## src/rtl/echo_capture_pkg.sv

```systemverilog
// Shared types and width helpers for the echo capture stage.
// Optional build macro: ECHO_CAPTURE_TIMESTAMP_EN widens each result by a 16-bit timestamp.
package echo_capture_pkg;

    typedef enum logic [1:0] {
        IDLE   = 2'd0,
        SETTLE = 2'd1,
        SAMPLE = 2'd2,
        PUSH   = 2'd3
    } state_e;

    localparam int TS_W = 16;

    function automatic int out_w(input int data_w);
`ifdef ECHO_CAPTURE_TIMESTAMP_EN
        return data_w + TS_W;
`else
        return data_w;
`endif
    endfunction

endpackage

```

## src/rtl/echo_capture_fifo.sv

```systemverilog
// First-word-fall-through result queue; head, valid and count are registered.
module echo_capture_fifo #(
    parameter int WIDTH = 6,
    parameter int DEPTH = 8
) (
    input  logic                   clk,
    input  logic                   rst_n,
    input  logic                   push_i,
    input  logic [WIDTH-1:0]       wdata_i,
    input  logic                   pop_i,
    output logic                   accept_o,
    output logic                   valid_o,
    output logic [WIDTH-1:0]       data_o,
    output logic [$clog2(DEPTH):0] count_o
);
    localparam int PTR_W = $clog2(DEPTH);
    localparam int CNT_W = PTR_W + 1;
    localparam logic [CNT_W-1:0] FULL_C = CNT_W'(DEPTH);
    localparam logic [CNT_W-1:0] ZERO_C = {CNT_W{1'b0}};

    logic [WIDTH-1:0] mem_q [DEPTH];
    logic [PTR_W-1:0] rd_ptr_q, rd_ptr_d, wr_ptr_q, wr_ptr_d;
    logic [CNT_W-1:0] count_q, count_d;
    logic [WIDTH-1:0] data_q, data_d, head_s;
    logic             valid_q, pop_s, push_s;

    // Handshake qualification, pointer/occupancy update and next head value
    always_comb begin
        pop_s    = pop_i && (count_q != ZERO_C);
        push_s   = push_i && ((count_q != FULL_C) || pop_s);
        rd_ptr_d = rd_ptr_q;
        wr_ptr_d = wr_ptr_q;
        count_d  = count_q;
        head_s   = mem_q[rd_ptr_q];
        data_d   = data_q;
        if (pop_s) rd_ptr_d = rd_ptr_q + PTR_W'(1);
        else       rd_ptr_d = rd_ptr_q;
        if (push_s) wr_ptr_d = wr_ptr_q + PTR_W'(1);
        else        wr_ptr_d = wr_ptr_q;
        case ({push_s, pop_s})
            2'b10:   count_d = count_q + CNT_W'(1);
            2'b01:   count_d = count_q - CNT_W'(1);
            default: count_d = count_q;
        endcase
        // The incoming word is the new head only when nothing remains ahead of it.
        if (push_s && (count_q == CNT_W'(pop_s))) head_s = wdata_i;
        else                                      head_s = mem_q[rd_ptr_d];
        if (count_d != ZERO_C) data_d = head_s;
        else                   data_d = data_q;
    end

    // Storage array write
    always_ff @(posedge clk or negedge rst_n) begin
        if (!rst_n) begin
            for (int i = 0; i < DEPTH; i++) mem_q[i] <= {WIDTH{1'b0}};
        end else if (push_s) begin
            mem_q[wr_ptr_q] <= wdata_i;
        end
    end

    // Pointer, count and head registers
    always_ff @(posedge clk or negedge rst_n) begin
        if (!rst_n) begin
            rd_ptr_q <= {PTR_W{1'b0}};
            wr_ptr_q <= {PTR_W{1'b0}};
            count_q  <= ZERO_C;
            data_q   <= {WIDTH{1'b0}};
            valid_q  <= 1'b0;
        end else begin
            rd_ptr_q <= rd_ptr_d;
            wr_ptr_q <= wr_ptr_d;
            count_q  <= count_d;
            data_q   <= data_d;
            valid_q  <= (count_d != ZERO_C);
        end
    end

    assign accept_o = push_s;
    assign valid_o  = valid_q;
    assign data_o   = data_q;
    assign count_o  = count_q;

endmodule

```

## src/rtl/echo_capture.sv

```systemverilog
// Echo capture: synchronise pins, settle, majority-vote samples, queue results.
// Optional build macro: ECHO_CAPTURE_TIMESTAMP_EN prepends a latched 16-bit cycle stamp.
module echo_capture
    import echo_capture_pkg::*;
#(
    parameter int DATA_W        = 6,
    parameter int SETTLE_CYCLES = 4,
    parameter int NUM_SAMPLES   = 3,
    parameter int FIFO_DEPTH    = 8
) (
    input  logic                        clk,
    input  logic                        rst_n,
    input  logic [DATA_W-1:0]           pin_in,
    input  logic                        start,
    output logic                        busy,
    output logic                        out_valid,
    input  logic                        out_ready,
    output logic [out_w(DATA_W)-1:0]    out_data,
    output logic [$clog2(FIFO_DEPTH):0] fifo_count,
    output logic                        overflow,
    input  logic                        clear_overflow
);
    localparam int OUT_W     = out_w(DATA_W);
    localparam int VCNT_W    = $clog2(NUM_SAMPLES + 1);
    localparam int PHASE_MAX = (SETTLE_CYCLES > NUM_SAMPLES) ? SETTLE_CYCLES : NUM_SAMPLES;
    localparam int PH_W      = $clog2(PHASE_MAX + 1);
    localparam logic [PH_W-1:0]   SETTLE_LAST = PH_W'(SETTLE_CYCLES - 1);
    localparam logic [PH_W-1:0]   SAMPLE_LAST = PH_W'(NUM_SAMPLES - 1);
    localparam logic [VCNT_W-1:0] HALF_C      = VCNT_W'(NUM_SAMPLES / 2);

    logic [DATA_W-1:0] sync1_q, sync2_q;
    state_e            state_q, state_d;
    logic [PH_W-1:0]   phase_q, phase_d;
    logic [VCNT_W-1:0] ones_q [DATA_W];
    logic [VCNT_W-1:0] ones_d [DATA_W];
    logic [DATA_W-1:0] vote_s;
    logic [OUT_W-1:0]  push_data_s;
    logic              push_s, accept_s, busy_q, overflow_q, overflow_d;

    // Two-flop resynchroniser for the asynchronous pins
    always_ff @(posedge clk or negedge rst_n) begin
        if (!rst_n) begin
            sync1_q <= {DATA_W{1'b0}};
            sync2_q <= {DATA_W{1'b0}};
        end else begin
            sync1_q <= pin_in;
            sync2_q <= sync1_q;
        end
    end

    // Next state, phase counter and per-bit ones accumulation
    always_comb begin
        state_d = state_q;
        phase_d = phase_q;
        ones_d  = ones_q;
        push_s  = 1'b0;
        case (state_q)
            IDLE: begin
                if (start) begin
                    state_d = SETTLE;
                    phase_d = {PH_W{1'b0}};
                    for (int i = 0; i < DATA_W; i++) ones_d[i] = {VCNT_W{1'b0}};
                end else begin
                    state_d = IDLE;
                end
            end
            SETTLE: begin
                if (phase_q == SETTLE_LAST) begin
                    state_d = SAMPLE;
                    phase_d = {PH_W{1'b0}};
                end else begin
                    phase_d = phase_q + PH_W'(1);
                end
            end
            SAMPLE: begin
                for (int i = 0; i < DATA_W; i++) ones_d[i] = ones_q[i] + VCNT_W'(sync2_q[i]);
                if (phase_q == SAMPLE_LAST) begin
                    state_d = PUSH;
                    phase_d = {PH_W{1'b0}};
                end else begin
                    phase_d = phase_q + PH_W'(1);
                end
            end
            PUSH: begin
                push_s  = 1'b1;
                state_d = IDLE;
            end
            default: begin
                state_d = IDLE;
                phase_d = {PH_W{1'b0}};
            end
        endcase
    end

    // Majority decision per bit from the completed sample counts
    always_comb begin
        vote_s = {DATA_W{1'b0}};
        for (int i = 0; i < DATA_W; i++) vote_s[i] = (ones_q[i] > HALF_C);
    end

    // A dropped push sets the sticky flag even when a clear arrives together
    always_comb begin
        if (push_s && !accept_s)  overflow_d = 1'b1;
        else if (clear_overflow)  overflow_d = 1'b0;
        else                      overflow_d = overflow_q;
    end

    // Capture FSM, vote counters and status registers
    always_ff @(posedge clk or negedge rst_n) begin
        if (!rst_n) begin
            state_q    <= IDLE;
            phase_q    <= {PH_W{1'b0}};
            busy_q     <= 1'b0;
            overflow_q <= 1'b0;
            for (int i = 0; i < DATA_W; i++) ones_q[i] <= {VCNT_W{1'b0}};
        end else begin
            state_q    <= state_d;
            phase_q    <= phase_d;
            busy_q     <= (state_d != IDLE);
            overflow_q <= overflow_d;
            ones_q     <= ones_d;
        end
    end

`ifdef ECHO_CAPTURE_TIMESTAMP_EN
    logic [TS_W-1:0] ts_cnt_q, ts_q;

    // Free-running cycle counter, snapshotted as sampling begins
    always_ff @(posedge clk or negedge rst_n) begin
        if (!rst_n) begin
            ts_cnt_q <= {TS_W{1'b0}};
            ts_q     <= {TS_W{1'b0}};
        end else begin
            ts_cnt_q <= ts_cnt_q + TS_W'(1);
            if ((state_q == SETTLE) && (state_d == SAMPLE)) ts_q <= ts_cnt_q;
            else                                            ts_q <= ts_q;
        end
    end

    assign push_data_s = {ts_q, vote_s};
`else
    assign push_data_s = vote_s;
`endif

    echo_capture_fifo #(
        .WIDTH (OUT_W),
        .DEPTH (FIFO_DEPTH)
    ) u_fifo (
        .clk      (clk),
        .rst_n    (rst_n),
        .push_i   (push_s),
        .wdata_i  (push_data_s),
        .pop_i    (out_ready),
        .accept_o (accept_s),
        .valid_o  (out_valid),
        .data_o   (out_data),
        .count_o  (fifo_count)
    );

    assign busy     = busy_q;
    assign overflow = overflow_q;

endmodule

```

## config.mk

```make
export PLATFORM = sky130hd
export DESIGN_NAME = echo_capture
export DESIGN_NICKNAME = d
export VERILOG_FILES = /design/src/rtl/echo_capture_pkg.sv /design/src/rtl/echo_capture_fifo.sv /design/src/rtl/echo_capture.sv
export SDC_FILE = /design/constraint.sdc
export NUM_CORES = 1
export LEC_CHECK = 0
export BUFFER_PORTS_ARGS = -buffer_cell sky130_fd_sc_hd__buf_2
export CAP_MARGIN = 40
export CORE_MARGIN = 5
export CORE_UTILIZATION = 66
export CTS_CLUSTER_SIZE = 28
export DETAILED_ROUTE_END_ITERATION = 16
export PLACE_DENSITY = 0.91
export RECOVER_POWER = 50
export SLEW_MARGIN = 20
export SYNTH_ARGS = -nofsm -noshare
export SYNTH_HDL_FRONTEND = slang
export SYNTH_HIERARCHICAL = 1
export SYNTH_SLANG_ARGS = --single-unit
```

## constraint.sdc

```tcl
create_clock -name clk -period 9 [get_ports clk]
set_input_delay 1.8 -clock clk [delete_from_list [all_inputs] [get_ports clk]]
set_output_delay 1.8 -clock clk [all_outputs]
set_load 0.05 [all_outputs]
```

[After elaboration in Yosys (flattened, before gate mapping)]
Cells that the tools add are included.
W data, S select, Z words.
Operators by class
  add/sub/neg operators: 11
  $lt $le $gt $ge: 9
  equality and inequality tests: 10
  mux-type cells: 22
  bitwise operators: 2
  reductions and logical operators: 16
Operator list (count)
  $bwmux W48: 1
  $mux W6: 4
  $pmux W12 S2: 1
  $bmux W6 S3: 1
  $demux W6 S3: 1
  $add A2 B1 Y2: 6
  $gt A2 B1 Y1 const B: 6
  $mux W12: 1
  $mux W3: 4
  $add A3 B1 Y3 const B: 3
  $pmux W3 S3: 1
  $ge A4 B4 Y1 const B: 2
  $not A3 Y4: 2
  $pmux W2 S4: 1
  $pmux W4 S2: 1
  $reduce_bool A4 Y1: 2
  $eq A2 B2 Y1 const B: 3
  $eq A3 B2 Y1 const B: 2
  $reduce_bool A2 Y1: 3
  $logic_and A1 B1 Y1: 5
  $add A4 B1 Y4 const B: 1
  $eq A2 B1 Y1 const B: 2
  $eq A4 B1 Y1: 1
  $lt A4 B1 Y1 const B: 1
  other kinds (10): 15
Word-level totals
  register bits: 96
  bits of input ports: 11
  output and inout bits: 13
  word-level logic and storage cells: 95

[Longest topological paths before layout]
Gate-level depths: netlist of run 1.
  depth in word-level cells: 8
  mapped depth: 14
  gate-level depth less buffers: 12

[By module]
The synthesis of run 1 kept the hierarchy.
Modules (own cells, without submodules)
  echo_capture_fifo: times used 1, cells an instance 265, area an instance 3577.2 um^2, seq. area each 1626.6 um^2
  echo_capture: times used 1, cells an instance 144, area an instance 1576.5 um^2, seq. area each 775.7 um^2

[Worst setup path after synthesis of run 1]
OpenSTA, ideal clock, no wires.
  path type: input to register
  start: in out_ready
  end: reg u_fifo.data_q[0], in the netlist u_fifo/data_o[0]
  setup time: 125 ps
  arrival time: 4312 ps
  required time: 8875 ps
  path slack: 4563 ps
  stages: 13
  path buffers: 1
  cell sequence: nor4_1 -> a21boi_1 -> inv_2 -> ha_1 -> xor2_1 -> ha_1 -> a21oi_4 -> xor2_1 -> nor2_1 -> xor2_1 -> or4_4 -> buf_6 -> mux2_4
Between the ends
  elaborated cells between the ends (all ways): 15
  those cells by class: eq/ne (3); mux (6); bitwise (1); reduce/logical (5)
RTL lines
  start: declaration: line echo_capture.sv:17  | input logic out_ready,
  $logic_and A1 B1 Y1 (*): line echo_capture_fifo.sv:29  | pop_s = pop_i && (count_q != ZERO_C);
  $logic_or A1 B1 Y1 (*): line echo_capture_fifo.sv:30  | push_s = push_i && ((count_q != FULL_C) || pop_s);
  $logic_and A1 B1 Y1 (*): line echo_capture_fifo.sv:30
  via accept_s: line echo_capture.sv:38  | logic push_s, accept_s, busy_q, overflow_q, overflow_d;
  $eq A2 B1 Y1 / $eq A2 B2 Y1 (equally long branches): line echo_capture_fifo.sv:40  | case ({push_s, pop_s})
  $pmux W4 S2 (*): line echo_capture_fifo.sv:40
  via u_fifo.count_d[2]: line echo_capture_fifo.sv:23  | logic [CNT_W-1:0] count_q, count_d;
  $reduce_bool A4 Y1 (*): line echo_capture_fifo.sv:48  | if (count_d != ZERO_C) data_d = head_s;
  end signal: assignment: line echo_capture_fifo.sv:67  | data_q <= {WIDTH{1'b0}};
  end signal: assignment: line echo_capture_fifo.sv:73  | data_q <= data_d;
  end: declaration: line echo_capture_fifo.sv:24  | logic [WIDTH-1:0] data_q, data_d, head_s;
Mark *: on every way through the listed nets, which the timed path passes. The rest lies on a longest branch. The select of a mux whose other input is x is not followed.
A chain may end at the register's enable or synchronous reset.

==> key figures, run 1 <==
Worst setup path
  – Worst Path Arrival: around 5.5 ns
  – Slowest-stage cell, CP: clkbuf_1
  – CP endpoint: u_fifo/mem_q[39]
  – Critical path's most frequent cell: clkbuf_1
  – Worst r2r path cells: 11
  – Critical Path Start Type: primary input
  – Critical path class: primary input to asynchronous set/reset pin
  – Crit path buffers/inverters: 2
  – Worst r2r src: u_fifo/count_o[1]
  – R2R setup slack: 3.53 ns
  – Max stage delay on crit path: ~2.1 ns
  – Crit-path cells: clkbuf_1 > clkbuf_1
  – Family with the most delay on the worst path: buffers and inverters
  – CP endpoint kind: asynchronous set/reset pin
  – Worst-path fanout max: 55
  – Crit path depth: 2
  – Worst Setup SP: rst_n
  – Critical R2R Capture: u_fifo/data_o[2]
  – CP required: approximately 8.9 ns

Detailed routing
  – Via count: between 3000 and 4000
  – Total Routed Length: approximately 11000 um
  – Residual DRC: 0
  – Avg WL per Cell: roughly 20 um
  – Starting DRT DRC Count: 352
  – Detail Route Antenna Nets: 0
  – Drt via density: 6.55
  – First-pass detailed-route iteration total: 5

Power
  – Peak supply drop: roughly 120 uV
  – Pwr Density: 261 nW/um^2
  – Power Total: approximately 1400 uW
  – P_leak: 0.00249 uW

GRT
  – Largest net degree at the start of global routing: 56
  – Grt total ovfl: 0
  – Vias in the first global route: between 3000 and 4000
  – Total GRT Usage: 0.238
  – First-pass GRT wire length: approximately 18000 um
  – Initial antenna violation count: 0

Die
  – Die Wd: approximately 98 um
  – Chip height: a little under 100 um
  – Total die area: a little under 10000 um^2
  – Initial core utilization: 0.674
  – IO Count: 24
  – Core footprint: between 7000 and 8000 um^2
  – # rows: 32

Placement
  – GP Congestion: around 0.83
  – HPWL after DPL: 7390 um
  – # port buffers: 23

Timing
  – Final setup viols: 0
  – Fmax: ~0.18 GHz
  – Hold slack: approximately 0.36 ns
  – Slew of the pin with the lowest slew margin: approximately 2.9 ns
  – Max_slew headroom: -0.914
  – Setup_tns: 0 ns
  – Clock skew: 0.0141 ns
  – Final Hold Fails: 0
  – Tmin final: between 5 and 6 ns
  – Slew Limit Fails: approximately 110
  – RSZ-0062 raised after global routing: no
  – Period utilization: 0.630

Finish
  – Layout cells sized above 1: 0.236
  – Area grow syn2layout: 6.26%
  – Most frequent cells in the layout: 96 x dfrtp_1, 27 x mux2_2, 24 x mux4_2, 24 x mux2_1, 23 x nand2_1
  – Multi-input logic area: around 2500 um^2
  – Register area: roughly 2400 um^2
  – Commonest non-fill, non-tap cell in the layout: dfrtp_1
  – Fin nets: 454
  – ANT cells: 0
  – FILL cells: between 500 and 600

Status
  – Status: finished, violations left
  – Failing checks: max-capacitance violations, max-slew violations

Logic synthesis
  – Yosys warns: 6
  – Register area share after synthesis: 0.466
  – Cell Area, Synth: approximately 5200 um^2
  – Syn_nets: 440
  – Asr flop ratio synth: 1.00
  – Seq cells post-synth: between 90 and 100
  – Syn_area_per_cell: between 10 and 15 um^2
  – Post-Synthesis Cells: just over 400
  – Primary FF master, synth: dfrtp_1
  – Distinct cells, synth: about 50
  – EDFF count, synth: 0

Clock network
  – Num CTS Buffers: 9
  – Post-CTS sizing: 0
  – Clk sinks: 96
  – H-tree depth: 3
  – CTS tree: built
  – Setup bufs post-CTS: 0
  – Clk slew on worst S/H paths: roughly 0.09 ns
  – Max Buffers Root-to-Sink: 2
  – CTS hold repair buffers: 0
  – Clk_lat worst skew: 0.37 ns
  – Root Driver: clkbuf_8

Flow run
  – # Max-Cap Violations: 3

Min path
  – HP Class: flop to flop
synthesized netlist by cell type (2+ instances only):
cell type | number | area share
a211o_1 | 5 | 0.0085
a211oi_1 | 7 | 0.010
a21oi_1 | 14 | 0.014
a22oi_1 | 6 | 0.0087
and2_1 | 2 | 0.0024
buf_2 | 8 | 0.0078
buf_4 | 3 | 0.0044
buf_6 | 4 | 0.0087
clkbuf_1 | 9 | 0.0066
dfrtp_1 | 96 | 0.47
ha_1 | 20 | 0.049
inv_1 | 12 | 0.0087
inv_2 | 2 | 0.0015
mux2_1 | 24 | 0.052
mux2_2 | 27 | 0.059
mux2_4 | 6 | 0.017
mux2i_1 | 10 | 0.019
mux4_2 | 24 | 0.10
nand2_1 | 23 | 0.017
nand2b_1 | 5 | 0.0061
nand3_1 | 4 | 0.0039
nand3b_1 | 3 | 0.0044
nor2_1 | 22 | 0.016
nor2b_1 | 11 | 0.013
nor3_1 | 6 | 0.0058
nor4bb_1 | 3 | 0.0058
o211ai_1 | 3 | 0.0044
o21ai_0 | 2 | 0.0019
o21ai_1 | 14 | 0.014
o22ai_1 | 6 | 0.0073
xnor2_1 | 5 | 0.0085
xor2_1 | 4 | 0.0068
area by class of cell:
type | count | share of cell area
Tap cell | 102 | 0.0233
Clock inverter | 4 | 0.00937
Clock buffer | 12 | 0.0302
Multi-Input combinational cell | 274 | 0.462
Timing Repair Buffer | 28 | 0.0272
Sequential cell | 96 | 0.439
Inverter | 14 | 0.00960
kinds of logic after synthesis:
group,after synthesis,share of synthesized area
xor gates and xnor gates,9,0.0153
buffers and inverters,39,0.0384
adders and majority gates,20,0.0486
DFF,96,0.466
and+or+nand+nor,88,0.0896
muxes,91,0.253
AOI/OAI and AO/OA,66,0.0889
state kept, by name (all words and copies together) (netlist names):
name,cells
u_fifo/mem_q,48
ones_q,12
sync1_q,6
sync2_q,6
u_fifo/data_o,6
u_fifo/count_o,4
phase_q,3
u_fifo/rd_ptr_q,3
u_fifo/wr_ptr_q,3
state_q,2
busy,1
overflow,1
u_fifo/valid_o,1
power breakdown:
group          leakage (uW)  switching [uW]  internal, uW  total (uW)
sequential          0.00126            61.5           481         542
clock              0.000109             147           151         298
combinational       0.00112             352           239         591
total               0.00249             560           871        1430
stage by stage:
stage               setup slack, ns  instance area (um^2)  cells   util
CTS                            4.55                  5500    529  0.719
floorplan                      4.56                  5150    409      -
detailed placement             4.17                  5280    513  0.691
global route                   2.32                  5480    530  0.716
global placement               4.29                  5280    512  0.690
finish                         3.33                  5480    530  0.716
worst min-delay path by stage:
| stage | slack (ns) | cells after the start | to | from |
|---|---|---|---|---|
| 2_1_floorplan | 0.33 | 0 | sync2_q[0] | sync1_q[0] |
| 3_3_place_gp | 0.33 | 0 | sync2_q[1] | sync1_q[1] |
| 3_5_place_dp | 0.34 | 0 | sync2_q[4] | sync1_q[4] |
| 4_1_cts | 0.36 | 0 | sync2_q[1] | sync1_q[1] |
| 5_1_grt | 0.37 | 0 | sync2_q[1] | sync1_q[1] |
| 6_report | 0.36 | 0 | sync2_q[5] | sync1_q[5] |
routing by layer:
layer | track usage | vias up | share of wire
li1 | - | 1533 | -
met1 | 0.298 | 1734 | 0.38
met2 | 0.401 | 160 | 0.51
met3 | 0.0436 | 42 | 0.067
met4 | 0.112 | 0 | 0.037
met5 | 0 | - | 0
No activity file was read; power rests on OpenSTA's default activity.
==> run 2, diff against run 1 <==
--- a/config.mk
+++ b/config.mk
@@ -5,13 +5,14 @@
 export SDC_FILE = /design/constraint.sdc
 export NUM_CORES = 1
 export LEC_CHECK = 0
+export ABC_AREA = 1
 export BUFFER_PORTS_ARGS = -buffer_cell sky130_fd_sc_hd__buf_2
 export CAP_MARGIN = 40
 export CORE_MARGIN = 5
-export CORE_UTILIZATION = 66
+export CORE_UTILIZATION = 55
 export CTS_CLUSTER_SIZE = 28
 export DETAILED_ROUTE_END_ITERATION = 16
-export PLACE_DENSITY = 0.91
+export PLACE_DENSITY = 0.82
 export RECOVER_POWER = 50
 export SLEW_MARGIN = 20
 export SYNTH_ARGS = -nofsm -noshare
==> constraint.sdc (replaced) <==
create_clock -name clk -period 5.2 [get_ports clk]
set_input_delay 1.04 -clock clk [delete_from_list [all_inputs] [get_ports clk]]
set_output_delay 1.04 -clock clk [all_outputs]
set_load 0.05 [all_outputs]
==> run 2 against run 1 <==
  * The flow still finishes with violations (max-capacitance violations, max-slew violations)
  * Critical path depth grew 16
  * Largest cell class is now registers
  * Worst hold slack is essentially flat
  * Setup slack lost 1.6 ns
  * Combinational power grew 47%
  * First-iteration DRC count shrank 13%
  * Register-to-register slack lost 1.7 ns
  * Via count grew 9.7%
  * Clock skew grew 0.0012 ns
==> key figures, run 2 <==
Logic synthesis
  – Asr flop ratio synth: 1.00 (unchanged)
  – EDFF count, synth: 0 (unchanged)
  – Yosys top cell area share: 0.493 (+0.0267)
  – Syn_area_per_cell: 8.38 um^2 (-34%)
  – Yosys warns: 6 (unchanged)
  – Seq cells post-synth: 96 (unchanged)
  – Synth cell count leaders: 146 x nand2_1, 96 x dfrtp_1, 91 x nand3_1, 88 x inv_1, 35 x o21ai_1
  – Post-Synthesis Cells: 582 (+42%)
  – Dominant cell by count in the synthesized netlist: nand2_1
  – Cell Area, Synth: 4870 um^2 (-5.4%)
  – Syn_nets: 613 (+39%)
  – Primary FF master, synth: dfrtp_1
  – Register area share after synthesis: 0.493 (+0.0267)
  – Distinct cells, synth: 32 (-37%)
  – Ranking of synthesized cells by area: dfrtp_1 49%, nand2_1 11%, nand3_1 9.3%
  – Synth area leader: dfrtp_1

Detailed routing
  – Detail Route Antenna Nets: 0 (unchanged)
  – Total Routed Length: 10400 um (-3.3%)
  – Residual DRC: 0 (unchanged)
  – First-pass detailed-route iteration total: 6 (+1)
  – Drt via density: 5.41 (-17%)
  – Avg WL per Cell: 14.8 um (-27%)
  – Starting DRT DRC Count: 305 (-13%)
  – Via count: 3806 (+9.7%)

Placement
  – # port buffers: 23 (unchanged)
  – Post-DP Area: 4950 um^2 (-6.4%)
  – GP Congestion: 0.899 (+8.7%)
  – HPWL after DPL: 7380 um (about the same)

Timing
  – Final Hold Fails: 0 (unchanged)
  – Slew Limit Fails: 43 (-62%)
  – Fmax: ~0.3 GHz
  – Final setup viols: 0 (unchanged)
  – Setup_tns: 0 ns (unchanged)
  – Max_slew headroom: -0.439 (+0.475)
  – Period utilization: 0.658
  – Tmin final: 3.42 ns
  – RSZ-0062 raised after global routing: no
  – Hold slack: 0.357 ns (-0.000467 ns)
  – Clock skew: 0.0154 ns (+0.00123 ns)
  – Slew of the pin with the lowest slew margin: 2.16 ns (-0.713 ns)

Finish
  – ANT cells: 0 (unchanged)
  – Most frequent cells in the layout: 150 x nand2_1, 96 x dfrtp_1, 91 x nand3_1
  – Max reg flops: 48 (unchanged)
  – Fin nets: 622 (+37%)
  – Commonest non-fill, non-tap cell in the layout: nand2_1
  – Area grow syn2layout: 4.49%
  – Final instance area: 5090 um^2 (-7.0%)
  – FILL cells: 758 (+50%)
  – Layout cells sized above 1: 0.0906 (-0.145)
  – Largest registers: u_fifo/mem_q x48, ones_q x12
  – Reg with most FFs: u_fifo/mem_q

Power
  – Power Total: 2260 uW (+58%)
  – Peak supply drop: 259 uV (+110%)
  – Combinational share of power: 0.384 (-0.029)
  – Net Sw Frac: 0.421 (+0.0299)
  – P_leak: 0.00253 uW (+1.8%)
  – Psw: 951 uW (+70%)
  – Power Internal: 1310 uW (+50%)
  – Power share of the sequential group: 0.393 (+0.014)
  – Clock group share of total power: 0.224 (+0.016)
  – Pwr Density: 443 nW/um^2 (+69%)

GRT
  – Total GRT Usage: 0.203 (-0.0354)
  – Grt total ovfl: 0 (unchanged)
  – Vias in the first global route: 3707 (+2.8%)
  – Largest net degree at the start of global routing: 56 (unchanged)
  – Initial antenna violation count: 0 (unchanged)
  – First-pass GRT wire length: 18000 um (-1.2%)

Status
  – Failing checks: max-capacitance violations, max-slew violations
  – Status: finished, violations left

Clock network
  – H-tree depth: 3 (unchanged)
  – CTS tree: built
  – Clk sinks: 96 (unchanged)
  – Clk_lat worst skew: 0.36 ns (about the same)
  – CTS hold repair buffers: 0 (unchanged)
  – Clk slew on worst S/H paths: 0.10 ns (about the same)
  – Root Driver: clkbuf_8
  – Setup bufs post-CTS: 0 (unchanged)
  – Post-CTS sizing: 0 (unchanged)
  – Max Buffers Root-to-Sink: 2 (unchanged)
  – Num CTS Buffers: 9 (unchanged)

Worst setup path
  – Family with the most delay on the worst path: simple AND/OR/NAND/NOR gates
  – Crit path buffers/inverters: 4 (+2)
  – Critical path's most frequent cell: nand2_1
  – Worst Path Arrival: 3.70 ns (-1.81 ns)
  – Critical path class: primary input to flop
  – CP required: 5.48 ns (-3.37 ns)
  – Critical Path Start Type: primary input
  – Worst-path fanout max: 13 (-76%)
  – CP endpoint kind: flop
  – Slowest-stage cell, CP: ha_1
  – Crit-path cells: clkbuf_1 > nand2_1 > nand4_1 > nand2_1 > ha_1 > nand2_1 > inv_1 > nor2_2 > ha_1 > or2_1 > o21ai_1 > inv_1 > or2_0 > nor2_1 > nand3_2 > nand2_1 > inv_1 > a21oi_1
  – Max stage delay on crit path: 0.29 ns (-1.85 ns)

Die
  – Chip height: 104 um (+5.9%)
  – # rows: 34 (+6.3%)
  – Initial core utilization: 0.562 (-0.112)
  – Total die area: 10800 um^2 (+12%)
  – Core footprint: 8680 um^2 (+13%)
  – IO Count: 24 (unchanged)
  – Die Wd: 104 um (+5.9%)

Flow run
  – # Max-Cap Violations: 1 (-2)

Min path
  – HP Class: flop to flop
-- run 2: changes by cell type after synthesis, moves of 21 or more --
cell,before,now
mux4_2,24,0
mux2_1,24,0
mux2_2,27,0
nand3_1,4,91
nand2_1,23,146
inv_1,12,88
o21ai_1,14,35
-- run 2: cell type report --
class	count	area (um^2)	share of cell area
tap	108	135	0.0265
inverter	92	347	0.0680
clock inverter	5	63.8	0.0125
timing repair buffer	24	120	0.0236
multi-input combinational	368	1880	0.370
clock buffer	11	141	0.0278
sequential	96	2400	0.472
-- run 2: final timing paths --
kind / from / end / slack [ns] / depth (start not counted)
min reg2reg: sync1_q[0] / sync2_q[0] / 0.36 / 0
min in group asynchronous: rst_n / sync1_q[0] / 1.29 / 1
max in group asynchronous: rst_n / u_fifo/mem_q[45] / 2.28 / 2
max: out_ready / u_fifo/data_o[5] / 1.78 / 18
min: sync1_q[0] / sync2_q[0] / 0.36 / 0
max reg2reg: u_fifo/count_o[1] / u_fifo/data_o[5] / 1.87 / 18
-- run 2: layer usage --
layer	global-route usage	vias to the layer above	part of all wire
li1	-	1864	-
met1	0.281	1790	0.44
met2	0.311	128	0.47
met3	0.0509	24	0.069
met4	0.0675	0	0.022
met5	0	-	0
-- run 2: per-stage QoR --
stage,util,setup slack (ns),cells
detailed placement,0.570,1.63,688
global route,0.587,1.55,704
CTS,0.594,2.00,704
finish,0.587,1.78,704
global placement,0.570,1.86,688
floorplan,-,2.06,582
-- run 2: power groups by stage --
stage	Sequential, uW	Clock, uW	Combinational [uW]
after floorplan	1030	0	533
after global placement	895	0	828
after detailed placement	901	0	856
after CTS	887	511	861
after global routing	895	551	946
final	886	504	866
-- run 2: kinds of logic (layout without fill, tap and decap cells) --
| group | count (synthesis) | count (layout) | share of synthesized area |
|---|---|---|---|
| adders and majority gates | 20 | 20 | 0.0513 |
| and+or+nand+nor | 277 | 277 | 0.263 |
| DFF | 96 | 96 | 0.493 |
| AOI/OAI and AO/OA | 65 | 65 | 0.0724 |
| buffers and inverters | 118 | 132 | 0.110 |
| xor gates and xnor gates | 6 | 6 | 0.0108 |
==> run 3, diff against run 2 <==
--- a/config.mk
+++ b/config.mk
@@ -5,14 +5,14 @@
 export SDC_FILE = /design/constraint.sdc
 export NUM_CORES = 1
 export LEC_CHECK = 0
-export ABC_AREA = 1
+export ABC_AREA = 0
 export BUFFER_PORTS_ARGS = -buffer_cell sky130_fd_sc_hd__buf_2
 export CAP_MARGIN = 40
 export CORE_MARGIN = 5
-export CORE_UTILIZATION = 55
+export CORE_UTILIZATION = 56
 export CTS_CLUSTER_SIZE = 28
 export DETAILED_ROUTE_END_ITERATION = 16
-export PLACE_DENSITY = 0.82
+export PLACE_DENSITY = 0.83
 export RECOVER_POWER = 50
 export SLEW_MARGIN = 20
 export SYNTH_ARGS = -nofsm -noshare
==> constraint.sdc (replaced) <==
create_clock -name clk -period 2.85 [get_ports clk]
set_input_delay 0.57 -clock clk [delete_from_list [all_inputs] [get_ports clk]]
set_output_delay 0.57 -clock clk [all_outputs]
set_load 0.05 [all_outputs]
==> run 3 against run 2 <==
  * The run ends with max-capacitance violations, max-slew violations, negative setup slack left
  * Cell area increased by 11%
  * Setup slack got worse by 1.9 ns
  * Critical endpoint is now u_fifo/data_o[3]
  * Largest power group is now combinational logic
  * Via count decreased by 8.6%
  * Die area increased by 3.5%
==> key figures, run 3 (synthesized netlist as in run 1, its figures left out) <==
Status
  – Status: finished, violations left
  – Failing checks: max-capacitance violations, max-slew violations, negative setup slack

Min path
  – Hold Path Cell Cnt: 1 (+1)
  – Hold Path Sink: sync1_q[5]
  – HP Class: primary input to flop
  – Hold Startpoint: pin_in[5]

Worst setup path
  – CP required: 3.09 ns (-2.39 ns)
  – Critical Path Start Type: flop
  – Worst-path fanout max: 7 (-6)
  – Worst r2r path cells: 12 (-6)
  – CP endpoint kind: flop
  – R2R setup slack: -0.10 ns (-1.97 ns)
  – Slowest-stage cell, CP: or4_4
  – Max stage delay on crit path: 0.60 ns (+0.31 ns)
  – Critical path class: flop to flop
  – Worst r2r src: state_q[0]
  – Critical path's most frequent cell: xor2_1
  – Worst Path Arrival: 3.20 ns (-0.50 ns)
  – Crit-path cells: ha_1 > a21boi_1 > inv_2 > ha_4 > xor2_1 > ha_2 > a21oi_4 > xor2_1 > nor2_1 > xor2_1 > or4_4 > mux2_4
  – Critical R2R Capture: u_fifo/data_o[3]

Timing
  – Setup_tns: -0.572 ns (-0.572 ns)
  – Clock skew: 0.0155 ns (+0.000168 ns)
  – Period utilization: 1.04
  – Final setup viols: 6 (+6)
  – Final Hold Fails: 0 (unchanged)
  – Slew Limit Fails: 41 (-4.7%)
  – Slew of the pin with the lowest slew margin: 2.12 ns (-0.0427 ns)
  – Final Worst Setup Slack: -0.103 ns (-1.88 ns)
  – Fmax: between 0.3 and 0.4 GHz
  – Hold slack: 0.310 ns (-0.0466 ns)
  – Tmin final: slightly below 3 ns
  – RSZ-0062 raised after global routing: yes
  – Max_slew headroom: -0.410 (+0.0285)

Clock network
  – H-tree depth: 3 (unchanged)
  – Clk sinks: 96 (unchanged)
  – Num CTS Buffers: 9 (unchanged)
  – Clk_lat worst skew: 0.36 ns (about the same)
  – Max Buffers Root-to-Sink: 2 (unchanged)
  – CTS tree: built
  – Clk slew on worst S/H paths: 0.10 ns (about the same)
  – Root Driver: clkbuf_8

Finish
  – Commonest non-fill, non-tap cell in the layout: dfrtp_1
  – Most frequent cells in the layout: 93 x dfrtp_1, 27 x mux2_2, 25 x buf_4
  – Post-route insts no fill: 562 (-20%)
  – Final core occ: 0.623 (+0.0356)
  – Max reg flops: 48 (unchanged)
  – Layout cells sized above 1: 0.302 (+0.211)
  – ANT cells: 0 (unchanged)
  – Fin nets: 477 (-23%)
  – Reg with most FFs: u_fifo/mem_q
  – Largest registers: u_fifo/mem_q x48, ones_q x12
  – Area grow syn2layout: 10.0%

Placement
  – GP Congestion: 0.849 (-5.6%)
  – # port buffers: 23 (unchanged)
  – Placed Cells: 544 (-21%)
  – HPWL after DPL: 7710 um (+4.4%)

Flow run
  – # Max-Cap Violations: 1 (unchanged)

GRT
  – Initial antenna violation count: 0 (unchanged)
  – Grt total ovfl: 0 (unchanged)
  – Vias in the first global route: 3520 (-5.0%)
  – Total GRT Usage: 0.200 (-0.00246)
  – First-pass GRT wire length: 17900 um (-0.31%)
  – Largest net degree at the start of global routing: 41 (-27%)

Detailed routing
  – First-pass detailed-route iteration total: 4 (-2)
  – Avg WL per Cell: 19.1 um (+29%)
  – Residual DRC: 0 (unchanged)
  – Drt via density: 6.19 (+14%)
  – Detail Route Antenna Nets: 0 (unchanged)
  – Starting DRT DRC Count: 193 (-37%)
  – Total Routed Length: 10700 um (+2.7%)
  – Via count: 3477 (-8.6%)

Die
  – Total die area: 11200 um^2 (+3.5%)
  – Initial core utilization: 0.566 (+0.00409)
  – IO Count: 24 (unchanged)
  – Die Wd: 106 um (+1.7%)
  – # rows: 35 (+2.9%)
  – Chip height: 106 um (+1.7%)
  – Core footprint: 9110 um^2 (+5.0%)

Power
  – Peak supply drop: 373 uV (+44%)
  – Pwr Density: 802 nW/um^2 (+81%)
  – P_leak: 0.00260 uW (+2.6%)
==> run 3: timing repair <==
item                                    4_1_cts  5_1_grt
hold buffers                                  0        0
setup buffers                                 1        1
resized for setup                             1        0
pin swaps                                     0        0
endpoints found under the setup margin        6        6
==> run 3: worst max-delay path by stage <==
stage | start | to | slack (ns) | cells past startpoint
after floorplan | u_fifo/count_o[0] | u_fifo/data_o[0] | -0.46 | 14
after global placement | out_ready | u_fifo/data_o[5] | -0.23 | 13
after detailed placement | out_ready | u_fifo/data_o[3] | -0.32 | 13
after CTS | u_fifo/count_o[0] | u_fifo/data_o[3] | -0.11 | 11
after global routing | state_q[0] | u_fifo/data_o[1] | -0.20 | 11
final | state_q[0] | u_fifo/data_o[3] | -0.10 | 12
==> run 3: per-layer routing <==
metal,track usage,vias to the layer above,share of wire
met3,0.0255,18,0.039
met5,0,-,0
met1,0.263,1787,0.43
met4,0.0675,0,0.016
met2,0.345,97,0.52
li1,-,1575,-
==> run 3: final cells by class <==
type                       count  area (um^2)
clock buffer                  11          151
clock inverter                 5         31.3
fill                         687         3440
inverter                      14         52.6
multi-input combinational    274         2570
sequential                    96         2410
tap                          111          139
timing repair buffer          51          315
==> run 3: critical path: cells and delay by family, from the launching register on <==
kind / cells / cell delay (ns)
flip-flops: 1 / 0.37
buffers and inverters: 1 / 0.08
XOR/XNOR: 3 / 0.45
multiplexers: 1 / 0.33
adder cells (fa/ha/maj): 3 / 0.56
AND/OR/NAND/NOR: 2 / 0.67
AO/OA/AOI/OAI: 2 / 0.38
==> run 3: through the flow <==
step	total power (uW)	worst slack [ns]	instance area [um^2]
floorplan	3250	-0.455	5180
global placement	3640	-0.228	5480
detailed placement	3720	-0.315	5480
CTS	4560	-0.109	5680
global route	4790	-0.200	5670
finish	4550	-0.103	5670
==> run 3: where the power goes <==
group	leakage (uW)	total, uW	internal (uW)	switching, uW
Combinational	0.00125	2070	865	1200
Clock	0.0000951	830	362	468
Sequential	0.00126	1650	1520	125
